===== src/rtl/sat_pkg.sv =====
// -----------------------------------------------------------------------------
// sat_pkg
// Shared types and helpers for the SAT evaluation datapath.
//   unsat_mon_state_t : epoch state of the unsat monitor (IDLE, MONITOR, DONE)
//   idx_w()           : width of a clause index, never narrower than one bit
// -----------------------------------------------------------------------------
package sat_pkg;

  typedef enum logic [1:0] {
    IDLE    = 2'd0,
    MONITOR = 2'd1,
    DONE    = 2'd2
  } unsat_mon_state_t;

  // Width of the timestamp counter used when cycle stamping is built.
  localparam int TS_W = 32;

  // max(1, $clog2(n)): a single-clause monitor still carries a 1-bit index.
  function automatic int idx_w(input int n);
    int w;
    w = $clog2(n);
    if (w < 1) begin
      return 1;
    end else begin
      return w;
    end
  endfunction

endpackage


===== src/rtl/sat_lowest_set_idx.sv =====
// -----------------------------------------------------------------------------
// sat_lowest_set_idx
// Combinational priority encoder: reports the index of the lowest set bit of
// vec and whether any bit is set at all. idx is 0 when no bit is set.
// Ports:
//   vec  in   N      input flags
//   idx  out  IDX_W  index of the lowest set bit
//   any  out  1      at least one bit of vec is set
// -----------------------------------------------------------------------------
module sat_lowest_set_idx
  import sat_pkg::*;
#(
  parameter int N     = 16,
  parameter int IDX_W = idx_w(N)
) (
  input  logic [N-1:0]     vec,
  output logic [IDX_W-1:0] idx,
  output logic             any
);

  // Scan from the top down so the lowest set bit is the last one written.
  always_comb begin
    idx = '0;
    any = |vec;
    for (int i = N - 1; i >= 0; i--) begin
      idx = vec[i] ? IDX_W'(i) : idx;
    end
  end

endmodule


===== src/rtl/unsat_monitor.sv =====
// -----------------------------------------------------------------------------
// unsat_monitor
// Epoch-based conflict monitor between the clause evaluator array and the
// solver control FSM. Control starts an epoch, the evaluator streams beats of
// per-clause unsat flags, and the monitor keeps a sticky unsat result, the
// lowest clause index of the first conflicting beat and a saturating count of
// conflicting beats. Control reads the result in DONE and acknowledges it.
//
// Ports:
//   clk               in   1          clock
//   reset             in   1          synchronous, active-high
//   start             in   1          begin a new epoch (IDLE only)
//   eval_valid        in   1          clause_unsat beat valid
//   clause_unsat      in   N_CLAUSES  per-clause unsat flags
//   eval_last         in   1          final beat of the epoch
//   ack               in   1          result consumed (DONE only)
//   busy              out  1          monitoring an epoch
//   done              out  1          result valid
//   is_unsat          out  1          sticky conflict flag for the epoch
//   first_clause_idx  out  IDX_W      lowest set index of first conflicting beat
//   conflict_count    out  COUNT_W    saturating count of conflicting beats
//   first_conf_cycle  out  32         MONITOR cycle of the first conflict
//
// Build option: define UNSAT_MON_TIMESTAMP_EN to build the 32-bit MONITOR
// cycle counter behind first_conf_cycle; otherwise that port is tied to 0.
// -----------------------------------------------------------------------------
module unsat_monitor
  import sat_pkg::*;
#(
  parameter  int N_CLAUSES     = 16,
  parameter  int COUNT_W       = 8,
  parameter  int STOP_ON_FIRST = 0,
  localparam int IDX_W         = idx_w(N_CLAUSES)
) (
  input  logic                 clk,
  input  logic                 reset,
  input  logic                 start,
  input  logic                 eval_valid,
  input  logic [N_CLAUSES-1:0] clause_unsat,
  input  logic                 eval_last,
  input  logic                 ack,
  output logic                 busy,
  output logic                 done,
  output logic                 is_unsat,
  output logic [IDX_W-1:0]     first_clause_idx,
  output logic [COUNT_W-1:0]   conflict_count,
  output logic [TS_W-1:0]      first_conf_cycle
);

  localparam logic [COUNT_W-1:0] COUNT_MAX = '1;
  localparam logic               STOP_EN   = (STOP_ON_FIRST != 0);

  unsat_mon_state_t   state_q, state_d;
  logic               busy_q, busy_d;
  logic               done_q, done_d;
  logic               is_unsat_q, is_unsat_d;
  logic [IDX_W-1:0]   idx_q, idx_d;
  logic [COUNT_W-1:0] count_q, count_d;

  logic               hit_s;
  logic [IDX_W-1:0]   enc_idx_s;
  logic               beat_hit_s;

`ifdef UNSAT_MON_TIMESTAMP_EN
  logic [TS_W-1:0]    cycle_q, cycle_d;
  logic [TS_W-1:0]    first_cyc_q, first_cyc_d;
`endif

  sat_lowest_set_idx #(
    .N     (N_CLAUSES),
    .IDX_W (IDX_W)
  ) u_lowest (
    .vec (clause_unsat),
    .idx (enc_idx_s),
    .any (hit_s)
  );

  assign beat_hit_s = eval_valid & hit_s;

  // Next-state and result update for the epoch FSM.
  always_comb begin
    state_d    = state_q;
    is_unsat_d = is_unsat_q;
    idx_d      = idx_q;
    count_d    = count_q;
`ifdef UNSAT_MON_TIMESTAMP_EN
    cycle_d     = cycle_q;
    first_cyc_d = first_cyc_q;
`endif

    case (state_q)
      IDLE: begin
        // Beats arriving with start are dropped: recording begins in MONITOR.
        if (start) begin
          state_d    = MONITOR;
          is_unsat_d = 1'b0;
          idx_d      = '0;
          count_d    = '0;
`ifdef UNSAT_MON_TIMESTAMP_EN
          cycle_d     = '0;
          first_cyc_d = '0;
`endif
        end else begin
          state_d = IDLE;
        end
      end

      MONITOR: begin
`ifdef UNSAT_MON_TIMESTAMP_EN
        cycle_d = cycle_q + 32'd1;
`endif
        if (beat_hit_s) begin
          is_unsat_d = 1'b1;
          count_d    = (count_q == COUNT_MAX) ? count_q : count_q + COUNT_W'(1);
          // Only the first conflicting beat of the epoch is located.
          if (!is_unsat_q) begin
            idx_d = enc_idx_s;
`ifdef UNSAT_MON_TIMESTAMP_EN
            first_cyc_d = cycle_q;
`endif
          end else begin
            idx_d = idx_q;
          end
        end else begin
          count_d = count_q;
        end

        if (eval_valid && (eval_last || (hit_s && STOP_EN))) begin
          state_d = DONE;
        end else begin
          state_d = MONITOR;
        end
      end

      DONE: begin
        // start alongside ack is not taken; it must be re-issued in IDLE.
        if (ack) begin
          state_d = IDLE;
        end else begin
          state_d = DONE;
        end
      end

      default: begin
        state_d = IDLE;
      end
    endcase

    busy_d = (state_d == MONITOR);
    done_d = (state_d == DONE);
  end

  // State and result registers with synchronous reset.
  always_ff @(posedge clk) begin
    if (reset) begin
      state_q    <= IDLE;
      busy_q     <= 1'b0;
      done_q     <= 1'b0;
      is_unsat_q <= 1'b0;
      idx_q      <= '0;
      count_q    <= '0;
    end else begin
      state_q    <= state_d;
      busy_q     <= busy_d;
      done_q     <= done_d;
      is_unsat_q <= is_unsat_d;
      idx_q      <= idx_d;
      count_q    <= count_d;
    end
  end

`ifdef UNSAT_MON_TIMESTAMP_EN
  // MONITOR cycle counter and first-conflict timestamp.
  always_ff @(posedge clk) begin
    if (reset) begin
      cycle_q     <= '0;
      first_cyc_q <= '0;
    end else begin
      cycle_q     <= cycle_d;
      first_cyc_q <= first_cyc_d;
    end
  end

  assign first_conf_cycle = first_cyc_q;
`else
  assign first_conf_cycle = 32'd0;
`endif

  assign busy             = busy_q;
  assign done             = done_q;
  assign is_unsat         = is_unsat_q;
  assign first_clause_idx = idx_q;
  assign conflict_count   = count_q;

endmodule


===== config.mk =====
export PLATFORM = sky130hd
export DESIGN_NAME = unsat_monitor
export DESIGN_NICKNAME = d
export VERILOG_FILES = /design/src/rtl/sat_pkg.sv /design/src/rtl/sat_lowest_set_idx.sv /design/src/rtl/unsat_monitor.sv
export SDC_FILE = /design/constraint.sdc
export NUM_CORES = 1
export LEC_CHECK = 0
export CAP_MARGIN = 10
export CORE_UTILIZATION = 39
export CTS_BUF_LIST = sky130_fd_sc_hd__clkbuf_8 sky130_fd_sc_hd__clkbuf_16
export DETAILED_ROUTE_END_ITERATION = 10
export PLACE_DENSITY = 0.88
export SETUP_SLACK_MARGIN = 0.05
export SLEW_MARGIN = 20
export SYNTH_ARGS = -nofsm -noshare
export SYNTH_HDL_FRONTEND = slang
export SYNTH_HIERARCHICAL = 1
export SYNTH_SLANG_ARGS = --single-unit

===== constraint.sdc =====
create_clock -name clk -period 2.34 [get_ports clk]
set_input_delay 0.234 -clock clk [delete_from_list [all_inputs] [get_ports clk]]
set_output_delay 0.234 -clock clk [all_outputs]
set_load 0.02 [all_outputs]

# Yosys cells after proc, flatten, opt, wreduce, memory -nomap -nowiden
# Cells that the tools add are included.
[totals]
register_bits = 17
input_bits = 22
output_inout_bits = 47
wordCells = 55
[op_classes]
addsub = 1
n_eq_ne = 9
n_mux = 31
bitwise = 1
reduce_logical = 7
[ops]
columns = ["operator", "count"]
rows = [
  ["$mux W4", 19],
  ["$mux W8", 3],
  ["$pmux W8 S2", 1],
  ["$reduce_or A16 Y1", 1],
  ["$add A8 B1 Y8 const B", 1],
  ["$eq A8 B8 Y1 const B", 1],
  ["$ne A2 B2 Y1 const B", 4],
  ["$pmux W4 S2", 1],
  ["$reduce_and A4 Y1", 2],
  ["$pmux W2 S3", 1],
  ["$eq A2 B1 Y1 const B", 2],
  ["$eq A2 B2 Y1 const B", 2],
  ["$mux W2", 2],
  ["$mux W1", 3],
  ["$reduce_and A3 Y1", 1],
  ["$logic_not A2 Y1", 1],
  ["$pmux W1 S2", 1],
  ["$reduce_bool A2 Y1", 1],
  ["$and A1 B1 Y1", 1],
  ["$logic_and A1 B1 Y1", 1],
]

# Depth between registers and ports, before layout
[logic_depth]
depth_word = 19
depth_mapped = 7
ltp_nobuf = 7

# Hierarchy
# Netlist, hierarchy kept.
[modules_own_cells]
columns = ["mod", "instances", "cells_each", "area_per_inst_um2", "seq_area_each_um2"]
rows = [
  ["unsat_monitor", 1, 127, 1077.3, 340.3],
  ["sat_lowest_set_idx", 1, 34, 176.4, 0.0],
]

# Worst setup path before layout
# Ideal clock, no wire load.
[synth_timing]
path_type = "input -> register"
start = "input port clause_unsat[4]"
end = "register count_q[3] (netlist: conflict_count[3])"
setup_ns = 0.112
t_arrival_ns = 1.611
required_ns = 2.228
setup_slack_ns = 0.617
cell_stages = 7
n_path_buf = 0
path_cell_list = "nor4_2 nand3_1 or3_1 nand3_4 a21o_2 nor4b_1 a2111oi_1"
[synth_via]
elab_chain_cells = 4
[synth_lines]
columns = ["element", "line_no", "source"]
rows = [
  ["from (decl)", "unsat_monitor.sv:39", "input logic [N_CLAUSES-1:0] clause_unsat,"],
  ["$reduce_or A16 Y1", "sat_lowest_set_idx.sv:24", "any = |vec;"],
  ["named net hit_s", "unsat_monitor.sv:60", "logic hit_s;"],
  ["$and A1 B1 Y1", "unsat_monitor.sv:78", "assign beat_hit_s = eval_valid & hit_s;"],
  ["$ne A2 B2 Y1 (no line)", "-", ""],
  ["$reduce_and A4 Y1 (no line)", "-", ""],
  ["to (signal assigned)", "unsat_monitor.sv:168", "count_q <= count_d;"],
  ["to (decl)", "unsat_monitor.sv:58", "logic [COUNT_W-1:0] count_q, count_d;"],
]
# The timed path passes the listed nets, and every way through them passes these cells.
# A chain may end at the register's enable or synchronous reset.

# Final worst setup path
[layout_timing]
start = "input port clause_unsat[4]"
end = "register count_q[6] (netlist: conflict_count[6])"
# The elaborated chain is that of the path after synthesis.

==> results.yml <==
floorplan:
  io_pins: 69
  die_x_um: 58.70
  die_h_um: 58.70
  dieArea_sq_um: 3445
  start_util_pct: 41.07
  core_sq_um: 3053
  std_cell_rows: 20
detailed_routing:
  wl_mm: 2.533
  routedWlPerCell_um: 10.60
  drt_pass1_iterations: 4
  first_iter_violations: 30
  viasPerCell: 4.862
  vias: 1162
  ant_nets: 0
  drc: 0
sta:
  skew_ns: 0.001116
  finalCritPeriodShare_pct: 91.23
  setup_violations: 0
  tightest_slew_ns: 0.6259
  hold_viol_final: 0
  slew-limit-headroom_pct: 58.15
  rsz0062_at_grt: "false"
  slew_violations: 0
  period_needed_ns: 2.135
  setup_slack_ns: 0.2053
  timing.fmax_mhz: 468.4
synthesis:
  avgSynthCellArea_sq_um: 7.787
  syn_area_sq_um: 1254
  synth_cell_type_count: 42
  synth_area_leaders: "dfxtp_1 27%, buf_4 19%, nor2_1 6.0%"
  syn_inst: 161
  synth_warnings: 6
  synth.largest_area_cell: "dfxtp_1"
  ys_seq_area_share_pct: 27.15
  netlist.area_leader.share_pct: 27.15
  ys_ff_latch: 17
critical_path:
  end_kind: "flop"
  cp_data_required_time_ns: 2.49
  crit_arrival_ns: 2.28
  cp_max_fo: 6
  critical_path_class: "input pin to flop"
  cp_slowest_cell: "clkdlybuf4s50_1"
  slowest_delay_ns: 0.45
  start_kind: "input pin"
  crit_chain: "clkdlybuf4s50_1 > nor4_2 > nand3_1 > or3_1 > nand3_4 > a21o_2 > nor3_1 > a2111oi_2"
place:
  dp.cells: 235
  dp_hpwl_mm: 2.017
  place_worst_setup_slack_ns: -0.1030
  gp_congestion: 0.8013
  port_buffers: 36
worst_hold_path:
  hp-class: "flop to flop"
finish:
  layout_common_cells: "36 x clkdlybuf4s50_1, 32 x conb_1, 20 x nor2_1, 17 x dfxtp_1, 10 x a21oi_1"
  fin_nets: 219
  drive_above_1_share_pct: 5.128
  layout_commonest_cell: "clkdlybuf4s50_1"
  fin_util_pct: 51.27
  area_delta_synth_final_pct: 24.85
  antenna_cells: 0
  final_cells: 239
clock_tree:
  cts.clk_slew.worst_paths_ns: 0.06
  cts.sinks: 17
  ctsHoldBuffers: 0
  post_cts_buffers: 0
  cts_made_buffers: 3
  cts_tree: "yes"
  cts.repair.resized: 0
  cts-htree-levels: 1
  clk_latency_ns: 0.25
  clock_path_buffers: 2
  root_buffer: "clkbuf_8"
global_routing:
  grt_overflow: 0
  antenna_found_initial: 0
  grt_pass1_vias: 1036
  grt_pass1_wl_mm: 4.209
  grt.total_usage_pct: 16.03
  grt_start_max_net_pins: 18
pwr:
  p_per_area_nw_per_um2: 441.8
  max-vdd-ir-drop_v: 0.0001999
  p_total_w: 0.0006915
  leakagePower_nw: 0.6185
outcome:
  run_status: "completed"
run:
  cap_violations: 0
-- worst max-delay path, delay by kind of cell --
family,cells,cell delay (ns)
AOI/OAI and AO/OA,2,0.51
and+or+nand+nor,5,1.09
buffers and inverters,1,0.45
-- flip-flops by register name (all words and copies together) (netlist names) --
| name | count |
|---|---|
| busy | 1 |
| conflict_count | 8 |
| done | 1 |
| first_clause_idx | 4 |
| is_unsat | 1 |
| state_q | 2 |
-- per-layer routing --
metal  track usage, %  up-vias  part of all wire [%]
met5                0        -                     0
met4            8.844        0                   1.9
met3            5.275        5                   8.9
met2            27.26       52                    48
met1            17.61      519                    41
li1                 -      586                     -
-- area by class of cell --
| class | count | area, sq um |
|---|---|---|
| clock buffer | 3 | 41.29 |
| clock inverter | 1 | 3.754 |
| fill | 326 | 1488 |
| inverter | 4 | 15.01 |
| multi-input combinational | 134 | 749.5 |
| sequential | 17 | 340.3 |
| tap | 44 | 55.05 |
| timing repair buffer | 36 | 360.3 |
-- synthesized netlist by cell type, drive strengths merged --
| cell | instances |
|---|---|
| a21oi | 11 |
| a22oi | 4 |
| nor3 | 4 |
| a2111oi | 2 |
| nand4b | 3 |
| nand2 | 7 |
| nand4 | 2 |
| ha | 1 |
| buf | 36 |
| and4 | 1 |
| nor2 | 21 |
| o22ai | 1 |
| o41ai | 1 |
| dfxtp | 17 |
| or3b | 1 |
| nor4 | 2 |
| and2 | 1 |
| nor4b | 1 |
| a21o | 2 |
| nand2b | 3 |
| o21ai | 9 |
| mux2i | 1 |
| and3 | 2 |
| or3 | 1 |
| conb | 1 |
| clkbuf | 1 |
| nand3 | 8 |
| nor2b | 2 |
| o31ai | 1 |
| o311a | 1 |
| a211oi | 2 |
| a41oi | 2 |
| o211a | 2 |
| inv | 4 |
| a31oi | 3 |
-- report_power, final --
group	switching [W]	internal, W	leakage (nW)
combinational	0.000106	0.0000641	0.454
clock	0.0000981	0.000117	0.0269
sequential	0.00000996	0.000297	0.138
total	0.000214	0.000477	0.618
-- worst paths after layout --
kind | startpoint | endpoint | slack, ns | cells after the start
setup / recovery | clause_unsat[4] | conflict_count[6] | 0.21 | 8
hold / removal | first_clause_idx[1] | first_clause_idx[1] | 0.52 | 2
setup reg to reg | state_q[0] | conflict_count[3] | 0.70 | 4
hold reg to reg | first_clause_idx[1] | first_clause_idx[1] | 0.52 | 2
-- cells by family (layout without fill, tap and decap cells) --
logic type | count (synthesis) | count (layout) | synth area share, %
AO/OA/AOI/OAI | 41 | 41 | 22.46
other | 1 | 32 | 0.2991
AND/OR/NAND/NOR | 59 | 59 | 25.55
multiplexers | 1 | 1 | 0.7984
buffers and inverters | 41 | 44 | 22.75
flip-flops | 17 | 17 | 27.15
adder cells (fa/ha/maj) | 1 | 1 | 0.9978
-- metrics by stage --
step | hold slack, ns | cell area (sq um) | setup TNS (ns)
3_3_place_gp | 0.4924 | 1515 | 0
3_5_place_dp | 0.5043 | 1515 | -0.1811
5_1_grt | 0.5652 | 1565 | 0
2_1_floorplan | 0.3718 | 1370 | 0
4_1_cts | 0.5265 | 1560 | 0
6_report | 0.5182 | 1565 | 0
Power figures use the tool's default switching activity.
